File: src/rtl/raifes_hasti_uart_tx_if.sv
// ---------------------------------------------------------------------------
// raifes_hasti_uart_tx_if
//   HASTI (AHB-lite) peripheral bus bundle for the UART transmitter.
//   master modport: drives address/control/write data, receives response.
//   slave  modport: receives address/control/write data, drives response.
//   Signals:
//     hsel    slave select
//     haddr   address (the slave decodes haddr[3:2] only)
//     hwrite  1 = write transfer
//     htrans  transfer type, htrans[1]=1 means NONSEQ/SEQ
//     hsize   transfer size (ignored by the slave)
//     hwdata  write data, valid in the data phase
//     hrdata  read data, valid in the data phase
//     hready  transfer done (tied 1 by the slave)
//     hresp   response (tied 0 = OKAY by the slave)
// ---------------------------------------------------------------------------
interface raifes_hasti_uart_tx_if;
   logic        hsel;
   logic [31:0] haddr;
   logic        hwrite;
   logic [1:0]  htrans;
   logic [2:0]  hsize;
   logic [31:0] hwdata;
   logic [31:0] hrdata;
   logic        hready;
   logic        hresp;

   modport master (
      output hsel, haddr, hwrite, htrans, hsize, hwdata,
      input  hrdata, hready, hresp
   );

   modport slave (
      input  hsel, haddr, hwrite, htrans, hsize, hwdata,
      output hrdata, hready, hresp
   );
endinterface

File: src/rtl/raifes_hasti_uart_tx.sv
// ---------------------------------------------------------------------------
// raifes_hasti_uart_tx
//   Memory-mapped UART transmitter on the HASTI peripheral port. Bytes
//   written to DATA are queued in a FIFO and sent 8N1, LSB first, on tx.
//
//   Register map (word offsets, haddr[3:2]):
//     0x0 DATA     W: push hwdata[7:0]; reads 0
//     0x4 STATUS   R: {level[15:8], overflow[3], empty[2], full[1], busy[0]}
//                  W: writing 1 to bit3 clears overflow
//     0x8 BAUD_DIV R/W: 16-bit divider, bit period = BAUD_DIV+1 clocks
//     0xC CTRL     R/W: bit0 tx_en (reset 1), bit1 parity_en (see below)
//
//   Optional feature, macro RAIFES_UART_PARITY_EN:
//     defined   -> CTRL bit1 enables an even parity bit after the data bits
//     undefined -> CTRL bit1 reads 0, frames are always 10 bit periods
//
//   Ports:
//     clk    system clock, rising edge
//     reset  asynchronous, active-high reset
//     bus    HASTI slave modport (zero wait states, always OKAY)
//     tx     registered serial output, idles high
// ---------------------------------------------------------------------------
module raifes_hasti_uart_tx #(
   parameter int unsigned FIFO_DEPTH  = 8,
   parameter logic [15:0] DEFAULT_DIV = 16'd433
) (
   input  logic                         clk,
   input  logic                         reset,
   raifes_hasti_uart_tx_if.slave        bus,
   output logic                         tx
);

   localparam int AW = $clog2(FIFO_DEPTH);
   localparam int PW = AW + 1;

   localparam logic [1:0] REG_DATA   = 2'd0;
   localparam logic [1:0] REG_STATUS = 2'd1;
   localparam logic [1:0] REG_BAUD   = 2'd2;
   localparam logic [1:0] REG_CTRL   = 2'd3;

   localparam logic [2:0] ST_IDLE   = 3'd0;
   localparam logic [2:0] ST_START  = 3'd1;
   localparam logic [2:0] ST_DATA   = 3'd2;
   localparam logic [2:0] ST_STOP   = 3'd3;
`ifdef RAIFES_UART_PARITY_EN
   localparam logic [2:0] ST_PARITY = 3'd4;
`endif

   // ------------------------------------------------------------------------
   // Bus address/data phase tracking
   // ------------------------------------------------------------------------
   logic       addr_accept;
   logic       data_phase;
   logic       write_q;
   logic [1:0] addr_q;

   assign bus.hready  = 1'b1;
   assign bus.hresp   = 1'b0;
   assign addr_accept = bus.hsel & bus.htrans[1] & bus.hready;

   // NOTE: clocked state is always assigned with <= so every register samples
   // the pre-edge values of the others, independent of statement order.
   always_ff @(posedge clk or posedge reset) begin
      if (reset) begin
         data_phase <= 1'b0;
         write_q    <= 1'b0;
         addr_q     <= 2'd0;
      end else begin
         data_phase <= addr_accept;
         if (addr_accept) begin
            addr_q  <= bus.haddr[3:2];
            write_q <= bus.hwrite;
         end
      end
   end

   // Writes commit on the edge that ends the data phase.
   logic wr_commit, wr_data, wr_status, wr_baud, wr_ctrl;
   assign wr_commit = data_phase & write_q;
   assign wr_data   = wr_commit & (addr_q == REG_DATA);
   assign wr_status = wr_commit & (addr_q == REG_STATUS);
   assign wr_baud   = wr_commit & (addr_q == REG_BAUD);
   assign wr_ctrl   = wr_commit & (addr_q == REG_CTRL);

   // ------------------------------------------------------------------------
   // Configuration registers
   // ------------------------------------------------------------------------
   logic [15:0] baud_div;
   logic        tx_en;
   logic        parity_en;

   always_ff @(posedge clk or posedge reset) begin
      if (reset) begin
         baud_div <= DEFAULT_DIV;
         tx_en    <= 1'b1;
      end else begin
         if (wr_baud) baud_div <= bus.hwdata[15:0];
         if (wr_ctrl) tx_en    <= bus.hwdata[0];
      end
   end

`ifdef RAIFES_UART_PARITY_EN
   always_ff @(posedge clk or posedge reset) begin
      if (reset)        parity_en <= 1'b0;
      else if (wr_ctrl) parity_en <= bus.hwdata[1];
   end
`else
   assign parity_en = 1'b0;
`endif

   // ------------------------------------------------------------------------
   // Transmit FIFO: extra pointer bit distinguishes full from empty
   // ------------------------------------------------------------------------
   logic [7:0]    fifo_mem [FIFO_DEPTH];
   logic [PW-1:0] wptr, rptr, level;
   logic          fifo_full, fifo_empty;
   logic          push_ok, pop;
   logic          overflow;
   logic [7:0]    fifo_rd;

   assign level      = wptr - rptr;
   assign fifo_full  = (level == PW'(FIFO_DEPTH));
   assign fifo_empty = (level == '0);
   // A pop in the same cycle frees the slot, so a full FIFO still accepts.
   assign push_ok    = wr_data & (~fifo_full | pop);
   assign fifo_rd    = fifo_mem[rptr[AW-1:0]];

   // NOTE: the storage array has no reset; the pointers alone define which
   // entries are valid, so clearing the data would only cost reset fan-out.
   always_ff @(posedge clk) begin
      if (push_ok) fifo_mem[wptr[AW-1:0]] <= bus.hwdata[7:0];
   end

   always_ff @(posedge clk or posedge reset) begin
      if (reset) begin
         wptr     <= '0;
         rptr     <= '0;
         overflow <= 1'b0;
      end else begin
         if (push_ok) wptr <= wptr + PW'(1);
         if (pop)     rptr <= rptr + PW'(1);
         if (wr_data & ~push_ok)
            overflow <= 1'b1;
         else if (wr_status & bus.hwdata[3])
            overflow <= 1'b0;
      end
   end

   // ------------------------------------------------------------------------
   // Serializer FSM and baud counter
   // ------------------------------------------------------------------------
   logic [2:0]  state;
   logic [15:0] baud_cnt;
   logic [15:0] bit_div;       // divider frozen for the bit in flight
   logic [15:0] baud_div_nxt;  // divider for the next bit, incl. a same-edge write
   logic [7:0]  shift;
   logic [2:0]  bit_idx;
   logic        tick;
   logic        can_start;
`ifdef RAIFES_UART_PARITY_EN
   logic        parity_q;
`endif

   assign baud_div_nxt = wr_baud ? bus.hwdata[15:0] : baud_div;
   assign tick         = (state != ST_IDLE) && (baud_cnt == bit_div);
   assign can_start    = tx_en & ~fifo_empty;
   assign pop          = can_start & ((state == ST_IDLE) | ((state == ST_STOP) & tick));

   always_ff @(posedge clk or posedge reset) begin
      if (reset) begin
         state    <= ST_IDLE;
         baud_cnt <= 16'd0;
         bit_div  <= DEFAULT_DIV;
         shift    <= 8'd0;
         bit_idx  <= 3'd0;
         tx       <= 1'b1;
`ifdef RAIFES_UART_PARITY_EN
         parity_q <= 1'b0;
`endif
      end else if (state == ST_IDLE) begin
         baud_cnt <= 16'd0;
         tx       <= 1'b1;
         if (pop) begin
            state   <= ST_START;
            shift   <= fifo_rd;
            bit_div <= baud_div_nxt;
            tx      <= 1'b0;
`ifdef RAIFES_UART_PARITY_EN
            parity_q <= ^fifo_rd;
`endif
         end
      end else if (!tick) begin
         baud_cnt <= baud_cnt + 16'd1;
      end else begin
         // Bit boundary: restart the count and pick up the current divider.
         baud_cnt <= 16'd0;
         bit_div  <= baud_div_nxt;
         case (state)
            ST_START: begin
               state   <= ST_DATA;
               bit_idx <= 3'd0;
               tx      <= shift[0];
            end
            ST_DATA: begin
               if (bit_idx == 3'd7) begin
`ifdef RAIFES_UART_PARITY_EN
                  if (parity_en) begin
                     state <= ST_PARITY;
                     tx    <= parity_q;
                  end else begin
                     state <= ST_STOP;
                     tx    <= 1'b1;
                  end
`else
                  state <= ST_STOP;
                  tx    <= 1'b1;
`endif
               end else begin
                  shift   <= {1'b0, shift[7:1]};
                  bit_idx <= bit_idx + 3'd1;
                  tx      <= shift[1];
               end
            end
`ifdef RAIFES_UART_PARITY_EN
            ST_PARITY: begin
               state <= ST_STOP;
               tx    <= 1'b1;
            end
`endif
            ST_STOP: begin
               if (pop) begin
                  // Next byte already queued: start bit follows with no gap.
                  state <= ST_START;
                  shift <= fifo_rd;
                  tx    <= 1'b0;
`ifdef RAIFES_UART_PARITY_EN
                  parity_q <= ^fifo_rd;
`endif
               end else begin
                  state <= ST_IDLE;
                  tx    <= 1'b1;
               end
            end
            default: begin
               state <= ST_IDLE;
               tx    <= 1'b1;
            end
         endcase
      end
   end

   // ------------------------------------------------------------------------
   // Read data mux
   // ------------------------------------------------------------------------
   logic [31:0] rdata;
   logic        busy;

   assign busy = (state != ST_IDLE);

   // NOTE: rdata gets a default before the case so no path leaves it
   // unassigned, which would otherwise infer a latch.
   always_comb begin
      rdata = 32'd0;
      if (data_phase & ~write_q) begin
         case (addr_q)
            REG_STATUS: rdata = {16'd0, 8'(level), 4'd0, overflow, fifo_empty, fifo_full, busy};
            REG_BAUD:   rdata = {16'd0, baud_div};
            REG_CTRL:   rdata = {30'd0, parity_en, tx_en};
            default:    rdata = 32'd0;
         endcase
      end
   end

   assign bus.hrdata = rdata;

   // Bus bits this slave does not decode.
   logic unused_bus_bits;
   assign unused_bus_bits = ^{bus.hsize, bus.htrans[0], bus.haddr[31:4],
                              bus.haddr[1:0], bus.hwdata[31:16]};

endmodule

File: src/flat_wrapper.sv
// flat-port wrapper written by rule: the top's interface ports become plain ports
module raifes_hasti_uart_tx_flat 
#(
   parameter int unsigned FIFO_DEPTH  = 8,
   parameter logic [15:0] DEFAULT_DIV = 16'd433
)
  (clk, reset, tx, bus_hsel, bus_haddr, bus_hwrite, bus_htrans, bus_hsize, bus_hwdata, bus_hrdata, bus_hready, bus_hresp);
  raifes_hasti_uart_tx_if bus_i ();
  input  logic clk;
  input  logic reset;
  output logic tx;
  input wire logic [$bits(bus_i.hsel)-1:0] bus_hsel;
  input wire logic [$bits(bus_i.haddr)-1:0] bus_haddr;
  input wire logic [$bits(bus_i.hwrite)-1:0] bus_hwrite;
  input wire logic [$bits(bus_i.htrans)-1:0] bus_htrans;
  input wire logic [$bits(bus_i.hsize)-1:0] bus_hsize;
  input wire logic [$bits(bus_i.hwdata)-1:0] bus_hwdata;
  output wire logic [$bits(bus_i.hrdata)-1:0] bus_hrdata;
  output wire logic [$bits(bus_i.hready)-1:0] bus_hready;
  output wire logic [$bits(bus_i.hresp)-1:0] bus_hresp;
  assign bus_i.hsel = bus_hsel;
  assign bus_i.haddr = bus_haddr;
  assign bus_i.hwrite = bus_hwrite;
  assign bus_i.htrans = bus_htrans;
  assign bus_i.hsize = bus_hsize;
  assign bus_i.hwdata = bus_hwdata;
  assign bus_hrdata = bus_i.hrdata;
  assign bus_hready = bus_i.hready;
  assign bus_hresp = bus_i.hresp;
  raifes_hasti_uart_tx #(.FIFO_DEPTH(FIFO_DEPTH), .DEFAULT_DIV(DEFAULT_DIV)) u_core (.clk(clk), .reset(reset), .bus(bus_i), .tx(tx));
endmodule
File: config.mk
export PLATFORM = sky130hd
export DESIGN_NAME = raifes_hasti_uart_tx_flat
export DESIGN_NICKNAME = d
export VERILOG_FILES = /design/src/rtl/raifes_hasti_uart_tx_if.sv /design/src/rtl/raifes_hasti_uart_tx.sv /design/src/flat_wrapper.sv
export SDC_FILE = /design/constraint.sdc
export NUM_CORES = 1
export LEC_CHECK = 0
export ABC_AREA = 1
export BUFFER_PORTS_ARGS = -buffer_cell sky130_fd_sc_hd__buf_2
export CAP_MARGIN = 20
export CORE_UTILIZATION = 45
export DETAILED_ROUTE_END_ITERATION = 10
export GPL_TIMING_DRIVEN = 1
export PLACE_DENSITY = 0.66
export SETUP_SLACK_MARGIN = 0.3
export SLEW_MARGIN = 0
export SYNTH_ARGS = -nofsm -noshare
export SYNTH_HDL_FRONTEND = slang
export SYNTH_SLANG_ARGS = --single-unit
File: constraint.sdc
create_clock -name clk -period 5.9 [get_ports clk]
set_clock_uncertainty 0.15 [all_clocks]
set_input_delay 0.59 -clock clk [delete_from_list [all_inputs] [get_ports clk]]
set_output_delay 0.59 -clock clk [all_outputs]
set_load 0.005 [all_outputs]
==> out/metrics.cfg <==
[route]
drt_iter0_drc = 396
drcViolationCount = 0
dr.pass1.iters = 5
routed_wl_mm = 14.3
post_drt_wl_per_cell_um = 14.1
vias = 5088
viasPerCell = 5.04
detail-route-antenna-nets = 0

[job]
maxCapViolations = 0

[logic_synthesis]
yosysTopAreaCell = edfxtp_1
synth_cells = 775
synth_edf_count = 64
synth_flop_cell = edfxtp_1
yosysWarnings = 0
async_flop_share_pct = 54.3
synth_area_leaders = edfxtp_1 28%, dfrtp_1 23%, nand2_1 11%
synth_area_um2 = 6900
synth_top_area_share_pct = 27.9
yosys_register_bits = 140
yosysUniqueCellTypes = 40
synth_area_per_cell_um2 = 8.90
seq_area_frac_synth_pct = 55.7

[place]
dp.cells = 978
portBuffers = 39
hpwlAfterDp_mm = 9.77
gp_congestion = 0.837

[critical_path]
crit_fanout = 15
ff2ff_setup_slack_ns = 1.65
path_class = reg2reg
cp-start-kind = register
arrival_ns = 4.15
reg2reg_depth = 13
r2r_start = u_core.rptr[1]
crit_start = u_core.rptr[1]
required_ns = 5.80
worst_setup_path_end_kind = register
timing.rr.end = u_core.fifo_mem[4][1]
crit_path_end = u_core.fifo_mem[4][1]

[die]
core_area_um2 = 14800
num_io_pins = 108
die_h_um = 126
fp-row-count = 44
die_area_um2 = 15800
die_w_um = 126
start_util_pct = 46.7

[cts]
cts.sinks = 140
cts_root_buf = clkbuf_16
cts_buffers = 17
cts_max_level = 4
path_clk_slew_ns = 0.06
post_cts_buffers = 0
cts_hold_buf = 0
clock_path_buffers = 2
cts.repair.resized = 0
cts_tree = built
insertion_delay_ns = 0.42

[timing]
hold_violations = 0
tightest_slew_ns = 1.06
fmaxAchievable_mhz = 235
period_needed_ns = 4.25
max_slew_margin_pct = 29.5
drv_slew = 0
fin_setup_tns_ns = 0
min_period_over_period_pct = 72.1
setup_viol = 0
rsz0062_at_grt = no

[final_layout]
layout_common_cells = 203 x nand2_1, 92 x nor2_1, 78 x inv_1, 64 x dfrtp_1, 64 x edfxtp_1
final_layout_size_suffix_gt1_share_pct = 13.8
final_common_cell = nand2_1
diodes = 0
instances_no_fill = 1010
syn_to_final_growth_pct = 11.9
finalNetCount = 900

[power]
p_per_area_nw_per_um2 = 485
power.share.clock_pct = 27.8
switching_share_pct = 37.9
p_leak_nw = 3.55
internal_power_mw = 2.32
ir_worst_vdd_v = 0.000232
seq_power_share_pct = 36.9
p_sw_mw = 1.42
pwr-share-comb_pct = 35.3

[global_route]
grt_max_degree = 77
grt_overflow_total = 0
grt_use_total_pct = 20.1
antenna_found_initial = 0
grt_pass1_wl_mm = 24.4
grt_pass1_vias = 4918

[min_path]
min_from = bus_hwrite
hold_class = in2reg

[run_status]
status = finished clean

## synthesized netlist by cell type (3+ instances only)
| master | count |
|---|---|
| nor4_1 | 3 |
| o22ai_1 | 3 |
| buf_2 | 5 |
| o21ai_0 | 39 |
| inv_2 | 7 |
| buf_4 | 24 |
| nand3_1 | 47 |
| nor2_2 | 5 |
| o21ai_1 | 14 |
| nand2_4 | 4 |
| a31oi_1 | 7 |
| ha_1 | 13 |
| a21oi_1 | 28 |
| edfxtp_1 | 64 |
| xor2_1 | 4 |
| clkbuf_1 | 8 |
| nor3_1 | 17 |
| dfrtp_1 | 64 |
| nand2_1 | 203 |
| nor2_1 | 92 |
| dfstp_2 | 12 |
| mux2_2 | 5 |
| xnor2_1 | 4 |
| inv_1 | 79 |
| nand3_2 | 3 |
| nand2_2 | 3 |
## stage by stage
stage | worst slack, ns | hold WS (ns) | utilization [%] | cell area [µm²] | total power [mW]
final | 1.65 | 0.214 | 52.3 | 7720 | 3.74
after global routing | 1.26 | 0.215 | 52.3 | 7720 | 4.05
after CTS | 1.62 | 0.202 | 52.3 | 7720 | 3.76
after detailed placement | 1.63 | 0.338 | 48.5 | 7150 | 2.72
after global placement | 1.72 | 0.327 | 48.5 | 7150 | 2.69
after floorplan | 2.79 | 0.307 | - | 6960 | 2.45
## critical path: stages, from the launching register on
cell	delay, ns
dfrtp_1	0.66
inv_1	0.39
fa_1	0.52
nand2_1	0.08
inv_1	0.04
nor2_2	0.13
nor2_1	0.08
nand3_1	0.08
nand2_1	0.13
nor2_2	0.40
nand2_4	0.25
nand2_4	0.15
nand3_2	0.12
nor2_1	0.67
## per-layer routing
layer / global-route usage (%) / wire [µm] / up-vias
met5: 0 / 0 / -
met4: 7.30 / 223 / 0
met3: 5.01 / 603 / 20
met2: 30.8 / 6650 / 109
met1: 27.7 / 6790 / 2398
li1: - / - / 2561
## power by group through the flow
stage / clock network, mW / registers (mW) / logic [mW]
global route: 1.10 / 1.41 / 1.54
CTS: 1.05 / 1.38 / 1.33
floorplan: 0 / 1.35 / 1.09
detailed placement: 0 / 1.39 / 1.33
global placement: 0 / 1.39 / 1.30
finish: 1.04 / 1.38 / 1.32
## how the worst min path moves through the flow
stage / end / slack [ns] / cells past startpoint
2_1_floorplan: u_core.bit_idx[1] / 0.31 / 2
3_3_place_gp: u_core.bit_idx[2] / 0.33 / 2
3_5_place_dp: u_core.bit_div[4] / 0.34 / 2
4_1_cts: u_core.write_q / 0.20 / 3
5_1_grt: u_core.write_q / 0.22 / 3
6_report: u_core.write_q / 0.21 / 3
## flip-flops by register name (all words and copies together), names as in the netlist
| name | flops |
|---|---|
| u_core.data_phase | 1 |
| u_core.tx_en | 1 |
| u_core.bit_idx | 3 |
| u_core.write_q | 1 |
| u_core.bit_div | 16 |
| u_core.addr_q | 2 |
| u_core.overflow | 1 |
| u_core.tx | 1 |
| u_core.state | 2 |
| u_core.wptr | 4 |
| u_core.baud_cnt | 16 |
| u_core.shift | 8 |
| u_core.fifo_mem | 64 |
| u_core.baud_div | 16 |
| u_core.rptr | 4 |
## logic make-up after synthesis
group,synth area share (%)
compound gates,7.39
xor+xnor,1.02
fa+ha+maj,2.65
buf+inv,8.53
flops,55.7
mux,0.816
other cells,0.109
simple gates,23.8
## cell type report
type	count	area, µm²
clock buffers	21	440
clock inverters	11	126
fillers	1342	7040
inverters	87	328
multi-input cells	524	2530
flip-flops and latches	140	3840
well taps	184	230
repair buffers	43	225
Note: power is estimated with default switching activity, not from simulation.
